==> config.mk <==
export PLATFORM = sky130hd
export DESIGN_NAME = traffic_junction_ctrl_flat
export DESIGN_NICKNAME = d
export VERILOG_FILES = /design/src/rtl/traffic_junction_ctrl_pkg.sv /design/src/rtl/traffic_junction_ctrl_if.sv /design/src/rtl/traffic_junction_ctrl_seg7.sv /design/src/rtl/traffic_junction_ctrl.sv /design/src/flat_wrapper.sv
export SDC_FILE = /design/constraint.sdc
export NUM_CORES = 1
export LEC_CHECK = 0
export ABC_CLOCK_PERIOD_IN_PS = 3250
export BUFFER_PORTS_ARGS = -buffer_cell sky130_fd_sc_hd__buf_2
export CAP_MARGIN = 10
export CORE_MARGIN = 2
export CORE_UTILIZATION = 30
export DETAILED_ROUTE_END_ITERATION = 8
export PLACE_DENSITY = 0.52
export SYNTH_ARGS = -nofsm -noshare
export SYNTH_HDL_FRONTEND = slang
export SYNTH_SLANG_ARGS = --single-unit
==> constraint.sdc <==
create_clock -name clk -period 3.25 [get_ports clk]
set_clock_uncertainty 0.1 [all_clocks]
set_input_delay 0.1625 -clock clk [delete_from_list [all_inputs] [get_ports clk]]
set_output_delay 0.1625 -clock clk [all_outputs]
set_load 0.02 [all_outputs]
==> src/rtl/traffic_junction_ctrl_pkg.sv <==
// Shared encodings for the junction controller: FSM states, lamp bit slots, 7-seg glyphs.
package traffic_junction_ctrl_pkg;

   typedef enum logic [2:0] {
      ST_STARTUP,
      ST_CLEAR,
      ST_RED_YEL,
      ST_GREEN,
      ST_GRN_BLINK,
      ST_YELLOW,
      ST_FLASH
   } state_e;

   // One approach's lamp head packed as {red, yel, grn}
   typedef logic [2:0] lamp_t;
   localparam int LMP_RED = 2;
   localparam int LMP_YEL = 1;
   localparam int LMP_GRN = 0;

   // gfedcba, active-high
   localparam logic [6:0] SEG_DASH = 7'b1000000;
   localparam logic [6:0] SEG_DIGIT [10] = '{
      7'b0111111, 7'b0000110, 7'b1011011, 7'b1001111, 7'b1100110,
      7'b1101101, 7'b1111101, 7'b0000111, 7'b1111111, 7'b1101111
   };

   function automatic logic blink_state(state_e s);
      return (s == ST_STARTUP) || (s == ST_GRN_BLINK) || (s == ST_FLASH);
   endfunction

endpackage

==> src/rtl/traffic_junction_ctrl_if.sv <==
// Junction controller pin bundle: control/request inputs in, lamp and display outputs out.
interface traffic_junction_ctrl_if #(parameter int NUM_DIR = 2);
   localparam int AW = $clog2(NUM_DIR);

   logic               ena;
   logic               flash_req;
   logic [NUM_DIR-1:0] demand;
   logic [NUM_DIR-1:0] lamp_red;
   logic [NUM_DIR-1:0] lamp_yel;
   logic [NUM_DIR-1:0] lamp_grn;
   logic [AW-1:0]      active_dir;
   logic [3:0]         countdown;
   logic [6:0]         seg;

   modport master (
      input  ena, flash_req, demand,
      output lamp_red, lamp_yel, lamp_grn, active_dir, countdown, seg
   );

   modport slave (
      output ena, flash_req, demand,
      input  lamp_red, lamp_yel, lamp_grn, active_dir, countdown, seg
   );
endinterface

==> src/rtl/traffic_junction_ctrl_seg7.sv <==
// Countdown digit to 7-seg glyph; anything above 9 shows a dash.
module seg7_decoder
   import traffic_junction_ctrl_pkg::*;
(
   input  logic [3:0] val,
   output logic [6:0] seg
);
   always_comb begin
      seg = SEG_DASH;
      if (val < 4'd10) seg = SEG_DIGIT[val];
   end
endmodule

==> src/rtl/traffic_junction_ctrl.sv <==
// Round-robin multi-approach junction controller with all-red clearance,
// optional demand skipping, flash mode, tick prescaler and 7-seg countdown.
module traffic_junction_ctrl
   import traffic_junction_ctrl_pkg::*;
#(
   parameter int NUM_DIR       = 2,
   parameter int TICK_DIV      = 1,
   parameter int T_STARTUP     = 6,
   parameter int T_CLEAR       = 2,
   parameter int T_RED_YELLOW  = 3,
   parameter int T_GREEN       = 9,
   parameter int T_GREEN_BLINK = 5,
   parameter int T_YELLOW      = 3,
   parameter int DEMAND_MODE   = 0
) (
   input  logic                    clk,
   input  logic                    rst_n,
   traffic_junction_ctrl_if.master bus
);
   localparam int AW = $clog2(NUM_DIR);
   localparam int PW = (TICK_DIV > 1) ? $clog2(TICK_DIV) : 1;

   state_e             state, nxt;
   logic [AW-1:0]      active_dir, rr_dir, idx;
   logic [PW-1:0]      presc;
   logic [3:0]         cnt, t_cur, countdown;
   logic [NUM_DIR-1:0] dem_lat;
   logic               blink, first_clr, tick, fin, adv, rr_hit, flash;

   function automatic logic [3:0] phase_len(state_e s);
      case (s)
         ST_STARTUP:   return 4'(T_STARTUP);
         ST_CLEAR:     return 4'(T_CLEAR);
         ST_RED_YEL:   return 4'(T_RED_YELLOW);
         ST_GREEN:     return 4'(T_GREEN);
         ST_GRN_BLINK: return 4'(T_GREEN_BLINK);
         ST_YELLOW:    return 4'(T_YELLOW);
         default:      return 4'd0;
      endcase
   endfunction

   function automatic logic [AW-1:0] inc_dir(logic [AW-1:0] d);
      return (d == AW'(NUM_DIR - 1)) ? '0 : d + 1'b1;
   endfunction

   assign flash     = bus.flash_req;
   assign tick      = (presc == PW'(TICK_DIV - 1));
   assign t_cur     = phase_len(state);
   assign fin       = (cnt == t_cur - 4'd1);
   assign countdown = (state == ST_FLASH) ? 4'd0 : t_cur - cnt;

   // First latched requester after the current owner, wrapping onto itself
   always_comb begin
      rr_dir = inc_dir(active_dir);
      rr_hit = 1'b0;
      idx    = '0;
      if (DEMAND_MODE != 0) begin
         for (int k = 1; k <= NUM_DIR; k++) begin
            idx = AW'((int'(active_dir) + k) % NUM_DIR);
            if (!rr_hit && dem_lat[idx]) begin
               rr_hit = 1'b1;
               rr_dir = idx;
            end
         end
      end
   end

   // Transition request; only acted on when a tick lands
   always_comb begin
      nxt = state;
      adv = 1'b0;
      case (state)
         ST_STARTUP:   begin adv = fin;         nxt = flash ? ST_FLASH : ST_CLEAR;     end
         ST_CLEAR:     begin adv = fin | flash; nxt = flash ? ST_FLASH : ST_RED_YEL;   end
         ST_RED_YEL:   begin adv = fin | flash; nxt = flash ? ST_FLASH : ST_GREEN;     end
         ST_GREEN:     begin adv = fin | flash; nxt = flash ? ST_YELLOW : ST_GRN_BLINK; end
         ST_GRN_BLINK: begin adv = fin | flash; nxt = ST_YELLOW;                       end
         ST_YELLOW:    begin adv = fin;         nxt = flash ? ST_FLASH : ST_CLEAR;     end
         ST_FLASH:     begin adv = !flash;      nxt = ST_CLEAR;                        end
         default:      begin adv = 1'b1;        nxt = ST_STARTUP;                      end
      endcase
   end

   always_ff @(posedge clk) begin
      if (!rst_n) begin
         state      <= ST_STARTUP;
         active_dir <= '0;
         presc      <= '0;
         cnt        <= '0;
         blink      <= 1'b0;
         dem_lat    <= '0;
         first_clr  <= 1'b1;
      end else if (bus.ena) begin
         presc   <= tick ? '0 : presc + 1'b1;
         dem_lat <= dem_lat | bus.demand;
         if (tick) begin
            if (adv) begin
               state <= nxt;
               cnt   <= '0;
               blink <= blink_state(state) && blink_state(nxt) && !blink;
               if (state == ST_CLEAR && nxt == ST_RED_YEL) begin
                  first_clr <= 1'b0;
                  if (!first_clr) active_dir <= rr_dir;
               end
               // later NBA on the same bit: clearing beats a same-cycle request
               if (nxt == ST_GREEN) dem_lat[active_dir] <= 1'b0;
            end else begin
               if (state != ST_FLASH) cnt <= cnt + 4'd1;
               blink <= blink_state(state) ? !blink : 1'b0;
            end
         end
      end
   end

   for (genvar i = 0; i < NUM_DIR; i++) begin : g_lane
      lamp_t lamp;
      logic  act;
      assign act = (active_dir == AW'(i));
      always_comb begin
         lamp = '0;
         case (state)
            ST_STARTUP, ST_FLASH: lamp[LMP_YEL] = blink;
            ST_CLEAR:   lamp[LMP_RED] = 1'b1;
            ST_RED_YEL: begin lamp[LMP_RED] = 1'b1; lamp[LMP_YEL] = act; end
            ST_GREEN:     begin lamp[LMP_RED] = !act; lamp[LMP_GRN] = act;         end
            ST_GRN_BLINK: begin lamp[LMP_RED] = !act; lamp[LMP_GRN] = act & blink; end
            ST_YELLOW:    begin lamp[LMP_RED] = !act; lamp[LMP_YEL] = act;         end
            default:    lamp[LMP_RED] = 1'b1;
         endcase
      end
      assign bus.lamp_red[i] = lamp[LMP_RED];
      assign bus.lamp_yel[i] = lamp[LMP_YEL];
      assign bus.lamp_grn[i] = lamp[LMP_GRN];
   end

   assign bus.active_dir = active_dir;
   assign bus.countdown  = countdown;

   seg7_decoder u_seg (
      .val (countdown),
      .seg (bus.seg)
   );

endmodule

==> src/flat_wrapper.sv <==
// flat-port wrapper written by rule: the top's interface ports become plain ports
module traffic_junction_ctrl_flat import traffic_junction_ctrl_pkg::*;
#(
   parameter int NUM_DIR       = 2,
   parameter int TICK_DIV      = 1,
   parameter int T_STARTUP     = 6,
   parameter int T_CLEAR       = 2,
   parameter int T_RED_YELLOW  = 3,
   parameter int T_GREEN       = 9,
   parameter int T_GREEN_BLINK = 5,
   parameter int T_YELLOW      = 3,
   parameter int DEMAND_MODE   = 0
)
  (clk, rst_n, bus_ena, bus_flash_req, bus_demand, bus_lamp_red, bus_lamp_yel, bus_lamp_grn, bus_active_dir, bus_countdown, bus_seg);
  traffic_junction_ctrl_if #(.NUM_DIR(NUM_DIR)) bus_i ();
  input  logic clk;
  input  logic rst_n;
  input wire logic [$bits(bus_i.ena)-1:0] bus_ena;
  input wire logic [$bits(bus_i.flash_req)-1:0] bus_flash_req;
  input wire logic [$bits(bus_i.demand)-1:0] bus_demand;
  output wire logic [$bits(bus_i.lamp_red)-1:0] bus_lamp_red;
  output wire logic [$bits(bus_i.lamp_yel)-1:0] bus_lamp_yel;
  output wire logic [$bits(bus_i.lamp_grn)-1:0] bus_lamp_grn;
  output wire logic [$bits(bus_i.active_dir)-1:0] bus_active_dir;
  output wire logic [$bits(bus_i.countdown)-1:0] bus_countdown;
  output wire logic [$bits(bus_i.seg)-1:0] bus_seg;
  assign bus_i.ena = bus_ena;
  assign bus_i.flash_req = bus_flash_req;
  assign bus_i.demand = bus_demand;
  assign bus_lamp_red = bus_i.lamp_red;
  assign bus_lamp_yel = bus_i.lamp_yel;
  assign bus_lamp_grn = bus_i.lamp_grn;
  assign bus_active_dir = bus_i.active_dir;
  assign bus_countdown = bus_i.countdown;
  assign bus_seg = bus_i.seg;
  traffic_junction_ctrl #(.NUM_DIR(NUM_DIR), .TICK_DIV(TICK_DIV), .T_STARTUP(T_STARTUP), .T_CLEAR(T_CLEAR), .T_RED_YELLOW(T_RED_YELLOW), .T_GREEN(T_GREEN), .T_GREEN_BLINK(T_GREEN_BLINK), .T_YELLOW(T_YELLOW), .DEMAND_MODE(DEMAND_MODE)) u_core (.clk(clk), .rst_n(rst_n), .bus(bus_i));
endmodule
### Word-level counts from Yosys, hierarchy flattened

Memories as Yosys holds them, arrays and structs flattened.
Index checks and enable logic that the tools add are counted.

| operators by class | value |
|---|---|
| add/sub/neg operators | 5 |
| multipliers | 0 |
| div/mod/pow operators | 0 |
| order comparisons | 2 |
| equal/unequal tests | 11 |
| shifts and indexed selects | 0 |
| muxes and demuxes | 23 |
| bitwise operators | 7 |
| reductions and logical operators | 23 |

Operators with widths:

| cell | count |
|---|---|
| 2-to-1 mux 7 bit | 3 |
| one-hot mux 4 bit (5 select lines) | 1 |
| one-hot mux 3 bit (6 select lines) | 1 |
| equality test 3 bit, second input constant | 5 |
| 2-to-1 mux 4 bit | 3 |
| one-hot mux 1 bit (2 select lines) | 6 |
| equality test 3 x 2 -> 1 bit, second input constant | 3 |
| 2-to-1 mux 3 bit | 3 |
| logical NOT 3 bit | 2 |
| AND reduction 3 bit | 2 |
| OR reduction 2 bit | 3 |
| greater-or-equal comparator 5 bit, second input constant | 1 |
| 2-to-1 mux 1 bit | 5 |
| NOT 4 -> 5 bit | 1 |
| AND reduction 5 bit | 1 |
| adder 4 x 1 -> 4 bit, second input constant | 1 |
| equality test 4 bit | 1 |
| logical OR 1 bit | 4 |
| less-than comparator 4 bit, second input constant | 1 |
| AND reduction 4 bit | 1 |
| OR reduction 4 bit | 1 |
| subtractor 4 x 1 -> 4 bit, second input constant | 1 |
| subtractor 4 bit | 1 |
| equality test 3 x 1 -> 1 bit, second input constant | 1 |
| other kinds (11) | 19 |

| word-level totals | value |
|---|---|
| register bits after elaboration | 11 |
| latch bits | 0 |
| memory bits (writable) | 0 |
| memory bits (read-only) | 112 |
| word-level logic and storage cells | 78 |
| memories | 1 |

Memory list:

| name | words | width | read ports | clocked after memory_dff | wr ports | line | text |
|---|---|---|---|---|---|---|---|
| (no name shown) | 16 | 7 | 1 | 0 | 0 | traffic_junction_ctrl_seg7.sv:10 | `if (val < 4'd10) seg = SEG_DIGIT[val];` |

### Logic depth before layout (Yosys ltp)

Gate-level depths: netlist of run 1.

| depth | value |
|---|---|
| depth after elaboration | 10 |
| mapped depth | 12 |
| gate-level depth less buffers | 9 |

### Hierarchy

From an unflattened synthesis of run 1, not the netlist that was laid out.

| second synthesis, totals | value |
|---|---|
| cells, all modules | 160 |
| area, all modules | 1213.7 um^2 |

Modules (own cells, without submodules):

| module | times used | cells an instance | area each (um^2) |
|---|---|---|---|
| traffic_junction_ctrl | 1 | 132 | 1011.0 |
| seg7_decoder | 1 | 28 | 202.7 |

### Worst setup path before layout of run 1

OpenSTA, ideal clock, no wires.

| timing | value |
|---|---|
| path type | register to output |
| start point | register u_core.state[2] |
| end point | output port bus_seg[3] |
| data arrival time | 3.098 ns |
| data required time | 2.987 ns |
| setup slack | -0.111 ns |
| stages on the path, launching flop included | 12 |
| cell sequence | dfxtp_1 -> buf_2 -> inv_1 -> clkbuf_1 -> ha_1 -> ha_1 -> fa_1 -> nor2_1 -> inv_1 -> ha_1 -> inv_1 -> o221ai_1 |

| on the way | value |
|---|---|
| longest elaborated chain between the ends | 10 |
| elaborated cells on any way between the ends | 17 |

RTL lines:

| item | line | text |
|---|---|---|
| start: declaration | traffic_junction_ctrl.sv:23 | `state_e state, nxt;` |
| start signal: assignment | traffic_junction_ctrl.sv:98 | `state <= nxt;` |
| equality test 3 x 2 -> 1 bit or equality test 3 bit (tied branches) | traffic_junction_ctrl.sv:31 | `case (s)` |
| OR reduction 2 bit (no line) | - |  |
| one-hot mux 4 bit (5 select lines) | traffic_junction_ctrl.sv:31 |  |
| subtractor 4 bit | traffic_junction_ctrl.sv:50 | `assign countdown = (state == ST_FLASH) ? 4'd0 : t_cur - cnt;` |
| 2-to-1 mux 4 bit * | traffic_junction_ctrl.sv:50 |  |
| net bus_countdown[1] | flat_wrapper.sv:25 | `output wire logic [$bits(bus_i.countdown)-1:0] bus_countdown;` |
| NOT 4 -> 5 bit (implied by the code) | traffic_junction_ctrl_seg7.sv:10 |  |
| memory (16 x 7 bit) | - |  |
| 2-to-1 mux 7 bit (implied by the code) (2 in a row) | traffic_junction_ctrl_seg7.sv:10 |  |
| 2-to-1 mux 7 bit * | traffic_junction_ctrl_seg7.sv:10 |  |
| end: declaration | flat_wrapper.sv:26 | `output wire logic [$bits(bus_i.seg)-1:0] bus_seg;` |

The timed path passes the listed nets; every way through them passes the cells marked *. The select of a mux whose other input is x is not followed.

### Final worst setup path of run 1

| timing | value |
|---|---|
| start point | register u_core.state[2] |
| end point | output port bus_seg[5] |

| on the way | value |
|---|---|
| longest elaborated chain between the ends | 10 |
| elaborated cells on any way between the ends | 17 |

RTL lines:

| item | line |
|---|---|
| equality test 3 x 2 -> 1 bit or equality test 3 bit (tied branches) | traffic_junction_ctrl.sv:31 |
| OR reduction 2 bit (no line) | - |
| one-hot mux 4 bit (5 select lines) | traffic_junction_ctrl.sv:31 |
| subtractor 4 bit | traffic_junction_ctrl.sv:50 |
| 2-to-1 mux 4 bit * | traffic_junction_ctrl.sv:50 |
| NOT 4 -> 5 bit (implied by the code) | traffic_junction_ctrl_seg7.sv:10 |
| memory (16 x 7 bit) | - |
| 2-to-1 mux 7 bit (implied by the code) (2 in a row) | traffic_junction_ctrl_seg7.sv:10 |
| 2-to-1 mux 7 bit * | traffic_junction_ctrl_seg7.sv:10 |

Every way passes the cells marked *; elsewhere a longest branch is shown, timed or not. The select of a mux whose other input is x is not followed.

==> results of run 1 <==
-- routing by layer --
| metal | up-vias | global-route usage (%) | routed length, µm |
|---|---|---|---|
| met1 | 555 | 20.4 | 1620 |
| li1 | 639 | - | - |
| met2 | 33 | 20.6 | 1190 |
| met4 | 0 | 5.25 | 48 |
| met5 | - | 0 | 0 |
| met3 | 7 | 1.48 | 143 |
-- sequential cells by signal, indices dropped and copies added (netlist names) --
signal                 flops
u_core.first_clr           1
u_core.cnt                 4
u_core.state               3
u_core.blink               1
u_core.bus.active_dir      1
-- worst paths after layout --
path	endpoint	from	cells past startpoint	slack, ns
min reg2reg	u_core.first_clr	u_core.first_clr	2	0.36
min	u_core.first_clr	rst_n	2	0.08
max reg2reg	u_core.cnt[3]	u_core.state[1]	8	0.80
max	bus_seg[5]	u_core.state[2]	10	0.26
-- kinds of logic (layout without fill, tap and decap cells) --
group	count (synthesis)	count (layout)	share of synthesized area, %
AO/OA/AOI/OAI	53	53	30.8
buffers and inverters	30	45	10.6
multiplexers	1	1	0.815
flip-flops	10	10	16.3
adder cells (fa/ha/maj)	12	12	12.8
AND/OR/NAND/NOR	57	57	23.7
XOR/XNOR	7	7	4.99
-- cell usage in the layout (no fill, tap or decap), types with 3 or more instances in the layout --
master and count:
sky130_fd_sc_hd__buf_4 5, sky130_fd_sc_hd__o32ai_1 5, sky130_fd_sc_hd__nor2_1 8, sky130_fd_sc_hd__dfxtp_1 10, sky130_fd_sc_hd__inv_1 16, sky130_fd_sc_hd__o221ai_1 3
sky130_fd_sc_hd__nand2b_1 6, sky130_fd_sc_hd__nand3b_1 3, sky130_fd_sc_hd__ha_1 11, sky130_fd_sc_hd__nor3_1 5, sky130_fd_sc_hd__a21oi_1 12, sky130_fd_sc_hd__nand2_1 15
sky130_fd_sc_hd__xor2_1 3, sky130_fd_sc_hd__nand3_1 4, sky130_fd_sc_hd__buf_2 21, sky130_fd_sc_hd__o21ai_0 10, sky130_fd_sc_hd__a21boi_0 3, sky130_fd_sc_hd__clkbuf_8 3
sky130_fd_sc_hd__xnor2_1 4, sky130_fd_sc_hd__and3_1 3
-- stage by stage --
step / std cells / util, % / hold slack, ns / instance area (µm²) / total power, µW
floorplan: 170 / - / 0.276 / 1230 / 253
global placement: 232 / 34.4 / 0.321 / 1370 / 299
detailed placement: 232 / 34.4 / 0.326 / 1370 / 298
CTS: 235 / 35.4 / 0.0794 / 1410 / 429
global route: 235 / 35.7 / 0.101 / 1420 / 457
finish: 235 / 35.7 / 0.0824 / 1420 / 428
-- critical path: stages, from the launching register on --
cell,delay (ns)
sky130_fd_sc_hd__dfxtp_1,0.32
sky130_fd_sc_hd__buf_4,0.21
sky130_fd_sc_hd__nor2b_1,0.26
sky130_fd_sc_hd__a21oi_2,0.08
sky130_fd_sc_hd__ha_1,0.30
sky130_fd_sc_hd__a21o_1,0.16
sky130_fd_sc_hd__a21oi_1,0.21
sky130_fd_sc_hd__xnor2_1,0.21
sky130_fd_sc_hd__or2_2,0.36
sky130_fd_sc_hd__o221ai_1,0.19
sky130_fd_sc_hd__buf_2,0.20
-- cell type report --
class                   count  area (µm²)
clock buffers               3        41.3
flip-flops and latches     10         200
multi-input cells         130         910
well taps                  50        62.6
fillers                   423        2550
inverters                  16        60.1
repair buffers             26         143
-- power groups by stage --
stage	Clock, µW	Combinational (µW)	Sequential (µW)
5_1_grt	139	184	134
6_report	129	165	134
2_1_floorplan	0	119	133
4_1_cts	133	163	134
3_3_place_gp	0	163	136
3_5_place_dp	0	162	136
-- repair_timing --
item,in CTS,in global routing
hold endpoints to repair,0,0
resized for setup,0,2
setup buffers,0,0
setup endpoints to repair,0,2
==> results by group, run 1 <==
Power and ir drop
  – Part of the total power dissipated in sequential elements: 31.3%
  – Total power divided by cell area: 302 nW/µm²
  – Switching power total: 155 µW
  – Internal power: 272 µW
  – Clock share of power: 30.1%
  – Fraction of power spent switching nets: 36.3%
  – Worst VDD drop: 0.168 mV
  – Leakage power: 0.000621 µW
  – Combinational fraction of design power: 38.6%

Final layout
  – Inserted Diodes: 0
  – Area Overhead vs Synth: 15.3%
  – Fraction of layout cells with a size suffix above 1: 18.9%
  – Final Net Count: 205

Timing
  – Number of hold violations in the final report: 0
  – Slew at the pin with the worst max-slew slack: 0.488 ns
  – Slew Viols, Final: 0
  – Setup repair after global routing missed its margin: false
  – # setup viols final: 0
  – Highest attainable clock frequency: 334 MHz
  – Fin crit period: 2.99 ns
  – Worst slew margin relative to its limit: 67.3%
  – Final worst-path setup slack: 0.260 ns
  – Fin Setup TNS: 0 ns
  – Post-route fraction of the period consumed by the critical path: 92.0%

Drt
  – Number of detailed-route iterations in the first pass: 4
  – Routed len/inst: 12.8 µm
  – Number of nets with antenna violations after detailed routing: 0
  – Detailed-route wire length: 3.00 mm
  – First DRT Iteration DRCs: 85
  – Via density per instance: 5.25
  – Number of vias in the routed layout: 1234
  – DRC Markers: 0

Clock tree
  – Sink Count: 10
  – CTS tree: built
  – Hold buffer count at cts: 0
  – Clock tree root driver cell: sky130_fd_sc_hd__clkbuf_8
  – Skew-Pair Late Insertion Delay: 0.24 ns
  – CTS clock-pin slew for the worst setup and hold paths: 0.05 ns
  – Number of buffers inserted during clock tree synthesis: 3
  – Deepest clock path buffer count: 2
  – H-Tree Depth: 1

Critical path
  – Crit path DAT: 2.73 ns
  – CP startpoint kind: flip-flop
  – CP Max Fanout: 18
  – Start-to-end type of the worst setup path: reg -> out
  – Critical path capture point type: output pin
  – Data required time of the worst path: 2.99 ns

Synthesis
  – Mapped Avg Cell Area: 7.23 µm²
  – Post-synth top cells: sky130_fd_sc_hd__inv_1, sky130_fd_sc_hd__nand2_1, sky130_fd_sc_hd__a21oi_1, sky130_fd_sc_hd__ha_1
  – Cell Area, Synth: 1230 µm²
  – Post-Syn Nets: 188
  – Area share of the leading cell type in the synthesized netlist: 16.3%
  – Share of async-settable or async-resettable flops after synthesis: 0%
  – Ys Warns: 0
  – Post-synthesis register bit count: 10
  – Number of cells produced by synthesis: 170
  – Sequential cell area fraction in the yosys report: 16.3%
  – Dominant cell type by area after synthesis: sky130_fd_sc_hd__dfxtp_1
  – Distinct cells, synth: 45
  – Number of enable flip-flop cells after synthesis: 0
  – Dominant cells by area after synthesis: sky130_fd_sc_hd__dfxtp_1, sky130_fd_sc_hd__ha_1, sky130_fd_sc_hd__a21oi_1
  – Dominant register cell in the synthesized netlist: sky130_fd_sc_hd__dfxtp_1
  – Cell with the most instances after synthesis: sky130_fd_sc_hd__inv_1

Die
  – Die Span Y: 68.0 µm
  – Effective utilization at floorplan: 30.9%
  – Die X: 68.0 µm
  – Area of the die: 4620 µm²
  – I/O pin cnt: 24
  – Core ar.: 3970 µm²
  – Count of standard-cell rows: 23

Placement
  – Number of buffers added on ports: 21
  – Pre-CTS setup slack: 0.375 ns
  – Last weighted congestion value of the routability-driven placer: 0.812
  – Post-detailed-placement half-perimeter wirelength: 2.28 mm

Min path
  – Type of the worst min-delay path: in -> reg

Global route
  – Total track usage: 13.9%
  – Number of antenna violations at the first check in global routing: 0
  – Largest net degree at the start of global routing: 25
  – Wire length of the first global-routing pass: 4.93 mm
  – Via count of the first global-routing pass: 1051
  – Remaining Overflow, GRT: 0

Flow run
  – Number of max-cap violations: 0

Outcome
  – Result of the run: finished, final reports clean
No activity file was read; power rests on OpenSTA's default activity.
==> inputs of run 2 (changes only) <==
--- a/config.mk
+++ b/config.mk
@@ -12,6 +12,8 @@
 export CORE_UTILIZATION = 30
 export DETAILED_ROUTE_END_ITERATION = 8
 export PLACE_DENSITY = 0.52
+export RECOVER_POWER = 25
+export SKIP_CTS_REPAIR_TIMING = 1
 export SYNTH_ARGS = -nofsm -noshare
 export SYNTH_HDL_FRONTEND = slang
 export SYNTH_SLANG_ARGS = --single-unit
==> constraint.sdc (replaced) <==
create_clock -name clk -period 3.25 [get_ports clk]
set_clock_uncertainty 0.1 [all_clocks]
set_input_delay 0.325 -clock clk [delete_from_list [all_inputs] [get_ports clk]]
set_output_delay 0.325 -clock clk [all_outputs]
set_load 0.02 [all_outputs]
==> results by group, run 2 (synthesis gave the netlist of run 1 again) <==
Drt
  – Number of vias in the routed layout: 1237 (+0.24%)
  – First DRT Iteration DRCs: 44 (-48%)
  – Detailed-route wire length: 3.12 mm (+3.9%)
  – Number of nets with antenna violations after detailed routing: 0 (unchanged)
  – Number of detailed-route iterations in the first pass: 4 (unchanged)
  – Via density per instance: 5.22 (-0.60%)
  – Routed len/inst: 13.2 µm (+3.0%)
  – DRC Markers: 0 (unchanged)

Critical path
  – Critical path capture point type: output pin
  – CP Launch Point: u_core.state[2]
  – Start-to-end type of the worst setup path: reg -> out
  – Register-to-register setup slack: 0.80 ns (about the same)
  – Data required time of the worst path: 2.82 ns (-0.17 ns)
  – Timing endpoint of the critical path: bus_seg[3]
  – CP startpoint kind: flip-flop
  – Path depth of the worst reg2reg path: 8 (unchanged)
  – Cell with the largest stage delay on the worst path: sky130_fd_sc_hd__fa_2
  – Logic depth of the worst setup path including buffers: 11 (+1)
  – Family of cells with the greatest summed delay on the critical path: adder cells
  – Origin of the critical flop-to-flop path: u_core.state[1]
  – CP Max Fanout: 12 (-6)
  – Reg2Reg Capture Point: u_core.cnt[3]
  – Max incr delay on CP: 0.51 ns (+0.15 ns)
  – Combined buffer and inverter count along the critical path: 4 (+2)
  – Cells along the critical path: buf_4 > nor2b_2 > a21oi_2 > inv_1 > fa_2 > nor2_4 > inv_1 > ha_1 > nand2b_1 > o221ai_2 > buf_4
  – Crit path DAT: 2.64 ns (-0.09 ns)

Timing
  – Highest attainable clock frequency: 326 MHz (-2.5%)
  – Number of hold violations in the final report: 0 (unchanged)
  – Worst slew margin relative to its limit: 70.8% (+3.5 points)
  – Setup repair after global routing missed its margin: false
  – Fin crit period: 3.07 ns (+0.0770 ns)
  – Slew Viols, Final: 0 (unchanged)
  – Post-route fraction of the period consumed by the critical path: 94.4% (+2.4 points)
  – # setup viols final: 0 (unchanged)
  – Final worst-path setup slack: 0.183 ns (-0.0770 ns)
  – Slew at the pin with the worst max-slew slack: 0.434 ns (-0.0531 ns)

Clock tree
  – H-Tree Depth: 1 (unchanged)
  – Number of buffers inserted during clock tree synthesis: 3 (unchanged)
  – Sink Count: 10 (unchanged)
  – Deepest clock path buffer count: 2 (unchanged)
  – Clock tree root driver cell: sky130_fd_sc_hd__clkbuf_8
  – CTS tree: built
  – CTS clock-pin slew for the worst setup and hold paths: 0.05 ns (about the same)
  – Skew-Pair Late Insertion Delay: 0.24 ns (about the same)

Placement
  – Total placed instance area: 1400 µm² (+2.7%)
  – Pre-CTS setup slack: 0.257 ns (-0.119 ns)
  – Post-detailed-placement half-perimeter wirelength: 2.51 mm (+10%)
  – Last weighted congestion value of the routability-driven placer: 0.809 (-0.37%)
  – Number of buffers added on ports: 21 (unchanged)

Outcome
  – Result of the run: finished, final reports clean

Global route
  – Via count of the first global-routing pass: 1139 (+8.4%)
  – Total track usage: 15.0% (+1.1 points)
  – Largest net degree at the start of global routing: 16 (-36%)
  – Number of antenna violations at the first check in global routing: 0 (unchanged)
  – Wire length of the first global-routing pass: 5.31 mm (+7.7%)
  – Remaining Overflow, GRT: 0 (unchanged)

Power and ir drop
  – Switching power total: 160 µW (+2.8%)
  – Worst VDD drop: 0.202 mV (+20%)
  – Clock share of power: 28.9% (-1.2 points)
  – Internal power: 281 µW (+3.1%)
  – Combinational fraction of design power: 40.8% (+2.2 points)
  – Total power divided by cell area: 301 nW/µm² (-0.18%)
  – Fraction of power spent switching nets: 36.2% (-0.063 points)
  – Leakage power: 0.000628 µW (+1.1%)
  – Part of the total power dissipated in sequential elements: 30.4% (-0.9 points)

Flow run
  – Number of max-cap violations: 0 (unchanged)

Die
  – Effective utilization at floorplan: 30.9% (unchanged)
  – Count of standard-cell rows: 23 (unchanged)
  – Die Span Y: 68.0 µm (unchanged)
  – Core ar.: 3970 µm² (unchanged)
  – Area of the die: 4620 µm² (unchanged)
  – Die X: 68.0 µm (unchanged)
  – I/O pin cnt: 24 (unchanged)

Final layout
  – Flip-flop count of the largest register, all copies and words added: 4 (unchanged)
  – Final Net Count: 207 (+0.98%)
  – Leading cell types in the layout, fill and taps excluded: sky130_fd_sc_hd__inv_1, sky130_fd_sc_hd__buf_2, sky130_fd_sc_hd__nand2_1
  – Area taken by multi-input logic gates: 942 µm² (+3.6%)
  – Area Overhead vs Synth: 18.9%
  – Largest registers: u_core.cnt x4, u_core.state x3
  – Fraction of layout cells with a size suffix above 1: 21.4% (+2.5 points)
  – Post-route design area: 1460 µm² (+3.2%)
  – Largest register by flop count: u_core.cnt
  – Number of filler cells placed in the layout: 423 (unchanged)
  – Inserted Diodes: 0 (unchanged)
  – FF/Latch Area: 200 µm² (unchanged)

Min path
  – Launch point of the worst hold path: rst_n
  – Type of the worst min-delay path: in -> reg
run 2: through the flow:
stage	hold WS, ns	power [µW]	TNS (ns)	util (%)	cells
after floorplan	0.334	264	0	-	170
after global placement	0.348	307	0	35.3	234
after detailed placement	0.353	313	0	35.3	234
after CTS	0.237	443	-0.00917	36.4	237
after global routing	0.282	469	0	36.8	237
final	0.239	440	0	36.8	237
run 2: worst min path at each step:
stage	cells after the start	to
2_1_floorplan	2	u_core.first_clr
3_3_place_gp	2	u_core.first_clr
3_5_place_dp	2	u_core.first_clr
4_1_cts	2	u_core.first_clr
5_1_grt	2	u_core.first_clr
6_report	2	u_core.first_clr
run 2: power by group through the flow:
stage / registers [µW] / logic (µW) / clock network [µW]
finish: 134 / 180 / 127
detailed placement: 136 / 177 / 0
CTS: 134 / 178 / 131
global route: 134 / 199 / 135
global placement: 136 / 171 / 0
floorplan: 133 / 131 / 0
run 2: routing by layer:
layer / vias up / track usage, % / share of wire, %
li1: 645 / - / -
met1: 570 / 20.3 / 50
met2: 17 / 24.2 / 45
met3: 5 / 1.48 / 2.7
met4: 0 / 6.25 / 1.4
met5: - / 0 / 0
run 2: worst register-to-register path, delay by kind of cell (launching register included):
kind / cells / cell delay (ns)
AOI/OAI and AO/OA: 4 / 0.94
adders and majority gates: 1 / 0.25
buffers and inverters: 1 / 0.20
DFF: 1 / 0.35
and+or+nand+nor: 2 / 0.52
run 2: layout make-up:
| type | count | share of cell area, % |
|---|---|---|
| Clock buffer | 3 | 2.83 |
| Inverter | 16 | 4.11 |
| Multi-Input combinational cell | 130 | 64.5 |
| Sequential cell | 10 | 13.7 |
| Tap cell | 50 | 4.28 |
| Timing Repair Buffer | 28 | 10.6 |
==> inputs of run 3 (changes only) <==
--- a/config.mk
+++ b/config.mk
@@ -5,7 +5,7 @@
 export SDC_FILE = /design/constraint.sdc
 export NUM_CORES = 1
 export LEC_CHECK = 0
-export ABC_CLOCK_PERIOD_IN_PS = 3250
+export ABC_CLOCK_PERIOD_IN_PS = 3100
 export BUFFER_PORTS_ARGS = -buffer_cell sky130_fd_sc_hd__buf_2
 export CAP_MARGIN = 10
 export CORE_MARGIN = 2
==> constraint.sdc (replaced) <==
create_clock -name clk -period 3.1 [get_ports clk]
set_clock_uncertainty 0.1 [all_clocks]
set_input_delay 0.31 -clock clk [delete_from_list [all_inputs] [get_ports clk]]
set_output_delay 0.31 -clock clk [all_outputs]
set_load 0.02 [all_outputs]
==> results by group, run 3 (synthesis gave the netlist of run 1 again) <==
Placement
  – Post-detailed-placement half-perimeter wirelength: 2.48 mm (-1.2%)
  – Last weighted congestion value of the routability-driven placer: 0.832 (+2.8%)
  – Total placed instance area: 1400 µm² (about the same)
  – Number of buffers added on ports: 21 (unchanged)

Die
  – Core ar.: 3970 µm² (unchanged)
  – Die Span Y: 68.0 µm (unchanged)
  – Die X: 68.0 µm (unchanged)
  – Count of standard-cell rows: 23 (unchanged)
  – Effective utilization at floorplan: 30.9% (unchanged)
  – Area of the die: 4620 µm² (unchanged)
  – I/O pin cnt: 24 (unchanged)

Clock tree
  – Clock tree root driver cell: sky130_fd_sc_hd__clkbuf_8
  – Sink Count: 10 (unchanged)
  – CTS tree: built
  – H-Tree Depth: 1 (unchanged)
  – Deepest clock path buffer count: 2 (unchanged)
  – Number of buffers inserted during clock tree synthesis: 3 (unchanged)
  – CTS clock-pin slew for the worst setup and hold paths: 0.05 ns (about the same)
  – Skew-Pair Late Insertion Delay: 0.23 ns (about the same)

Drt
  – DRC Markers: 0 (unchanged)
  – Number of vias in the routed layout: 1256 (+1.5%)
  – Via density per instance: 5.26 (+0.69%)
  – Detailed-route wire length: 3.27 mm (+4.8%)
  – Routed len/inst: 13.7 µm (+4.0%)
  – First DRT Iteration DRCs: 75 (+70%)
  – Number of detailed-route iterations in the first pass: 4 (unchanged)
  – Number of nets with antenna violations after detailed routing: 0 (unchanged)

Timing
  – Fin crit period: 3.00 ns
  – Number of hold violations in the final report: 0 (unchanged)
  – Slew at the pin with the worst max-slew slack: 0.439 ns (+0.00492 ns)
  – Slew Viols, Final: 0 (unchanged)
  – Worst slew margin relative to its limit: 70.6% (-0.20 points)
  – Fin Setup TNS: 0 ns (unchanged)
  – Highest attainable clock frequency: 333 MHz
  – Post-route fraction of the period consumed by the critical path: 96.8%
  – # setup viols final: 0 (unchanged)
  – Final Hold Slack: 0.234 ns (-0.00425 ns)

Power and ir drop
  – Leakage power: 0.000637 µW (+1.6%)
  – Switching power total: 175 µW (+9.5%)
  – Worst VDD drop: 0.236 mV (+17%)
  – Part of the total power dissipated in sequential elements: 29.1% (-1.3 points)
  – Internal power: 307 µW (+9.4%)
  – Fraction of power spent switching nets: 36.2% (about the same)
  – Clock share of power: 28.5% (-0.4 points)
  – Total power divided by cell area: 320 nW/µm² (+6.2%)
  – Combinational fraction of design power: 42.4% (+1.6 points)

Global route
  – Via count of the first global-routing pass: 1165 (+2.3%)
  – Total track usage: 15.4% (+0.45 points)
  – Number of antenna violations at the first check in global routing: 0 (unchanged)
  – Remaining Overflow, GRT: 0 (unchanged)
  – Wire length of the first global-routing pass: 5.55 mm (+4.7%)
  – Largest net degree at the start of global routing: 25 (+9)

Critical path
  – CP startpoint kind: flip-flop
  – Path depth of the worst reg2reg path: 8 (unchanged)
  – Register-to-register setup slack: 0.69 ns (-0.11 ns)
  – Origin of the critical flop-to-flop path: u_core.state[2]
  – Reg2Reg Capture Point: u_core.cnt[3]
  – CP Max Fanout: 10 (-2)
  – Crit path DAT: 2.59 ns (-0.05 ns)
  – Data required time of the worst path: 2.69 ns (-0.13 ns)
  – Critical path capture point type: output pin
  – Start-to-end type of the worst setup path: reg -> out

Final layout
  – Flip-flop count of the largest register, all copies and words added: 4 (unchanged)
  – Most frequent standard cell in the layout excluding fill and tap cells: sky130_fd_sc_hd__buf_2
  – Leading cell types in the layout, fill and taps excluded: sky130_fd_sc_hd__buf_2, sky130_fd_sc_hd__inv_1, sky130_fd_sc_hd__nand2_1
  – Largest register by flop count: u_core.cnt
  – Fraction of layout cells with a size suffix above 1: 25.4% (+4.0 points)
  – Largest registers: u_core.cnt x4, u_core.state x3
  – Final Net Count: 209 (+0.97%)
  – Number of filler cells placed in the layout: 439 (+3.8%)
  – Post-route design area: 1510 µm² (+3.1%)
  – Inserted Diodes: 0 (unchanged)
  – Area Overhead vs Synth: 22.6%

Flow run
  – Number of max-cap violations: 0 (unchanged)

Min path
  – Hold Path Sink: u_core.first_clr
  – Number of instances on the worst hold path: 2 (unchanged)
  – Launch point of the worst hold path: rst_n
  – Type of the worst min-delay path: in -> reg

Outcome
  – Result of the run: finished, final reports clean
run 3: worst max path at each step:
stage	startpoint	cells after the start	slack, ns	endpoint
2_1_floorplan	u_core.state[2]	11	0.005	bus_seg[3]
3_3_place_gp	u_core.state[2]	11	0.19	bus_seg[3]
3_5_place_dp	u_core.state[2]	11	0.14	bus_seg[3]
4_1_cts	u_core.state[2]	11	-0.13	bus_seg[3]
5_1_grt	u_core.state[2]	10	-0.04	bus_seg[3]
6_report	u_core.state[2]	10	0.1	bus_seg[0]
run 3: through the flow:
stage,instances,total power [µW],setup slack [ns],util (%)
floorplan,170,279,0.00487,-
global placement,233,325,0.189,35.3
detailed placement,233,328,0.139,35.3
CTS,236,467,-0.133,36.3
global route,239,512,-0.0372,37.9
finish,239,482,0.0980,37.9
run 3: final cells by class:
class	count	area (µm²)	share of cell area [%]
inverter	16	60.1	3.99
clock buffer	3	41.3	2.74
tap	50	62.6	4.15
sequential	10	200	13.3
multi-input combinational	130	971	64.5
timing repair buffer	30	171	11.4
run 3: worst max-delay path: stages, from the launching register on:
cell	delay [ns]
sky130_fd_sc_hd__dfxtp_1	0.31
sky130_fd_sc_hd__buf_4	0.17
sky130_fd_sc_hd__nor2b_2	0.17
sky130_fd_sc_hd__a21oi_2	0.18
sky130_fd_sc_hd__inv_1	0.09
sky130_fd_sc_hd__fa_2	0.38
sky130_fd_sc_hd__xor2_2	0.19
sky130_fd_sc_hd__nand2b_1	0.16
sky130_fd_sc_hd__or2_2	0.35
sky130_fd_sc_hd__o221ai_2	0.16
sky130_fd_sc_hd__buf_2	0.19
run 3: per-layer routing:
layer	global-route usage, %	vias to the layer above	wire, µm
met5	0	-	0
li1	-	645	-
met1	22.8	596	1640
met2	23.2	11	1560
met4	5.25	0	23
met3	1.48	4	43
run 3: power by group through the flow:
stage,Clock [µW],Combinational (µW),Sequential (µW)
finish,137,204,140
global route,146,225,141
CTS,140,187,140
detailed placement,0,186,142
global placement,0,183,142
floorplan,0,139,140
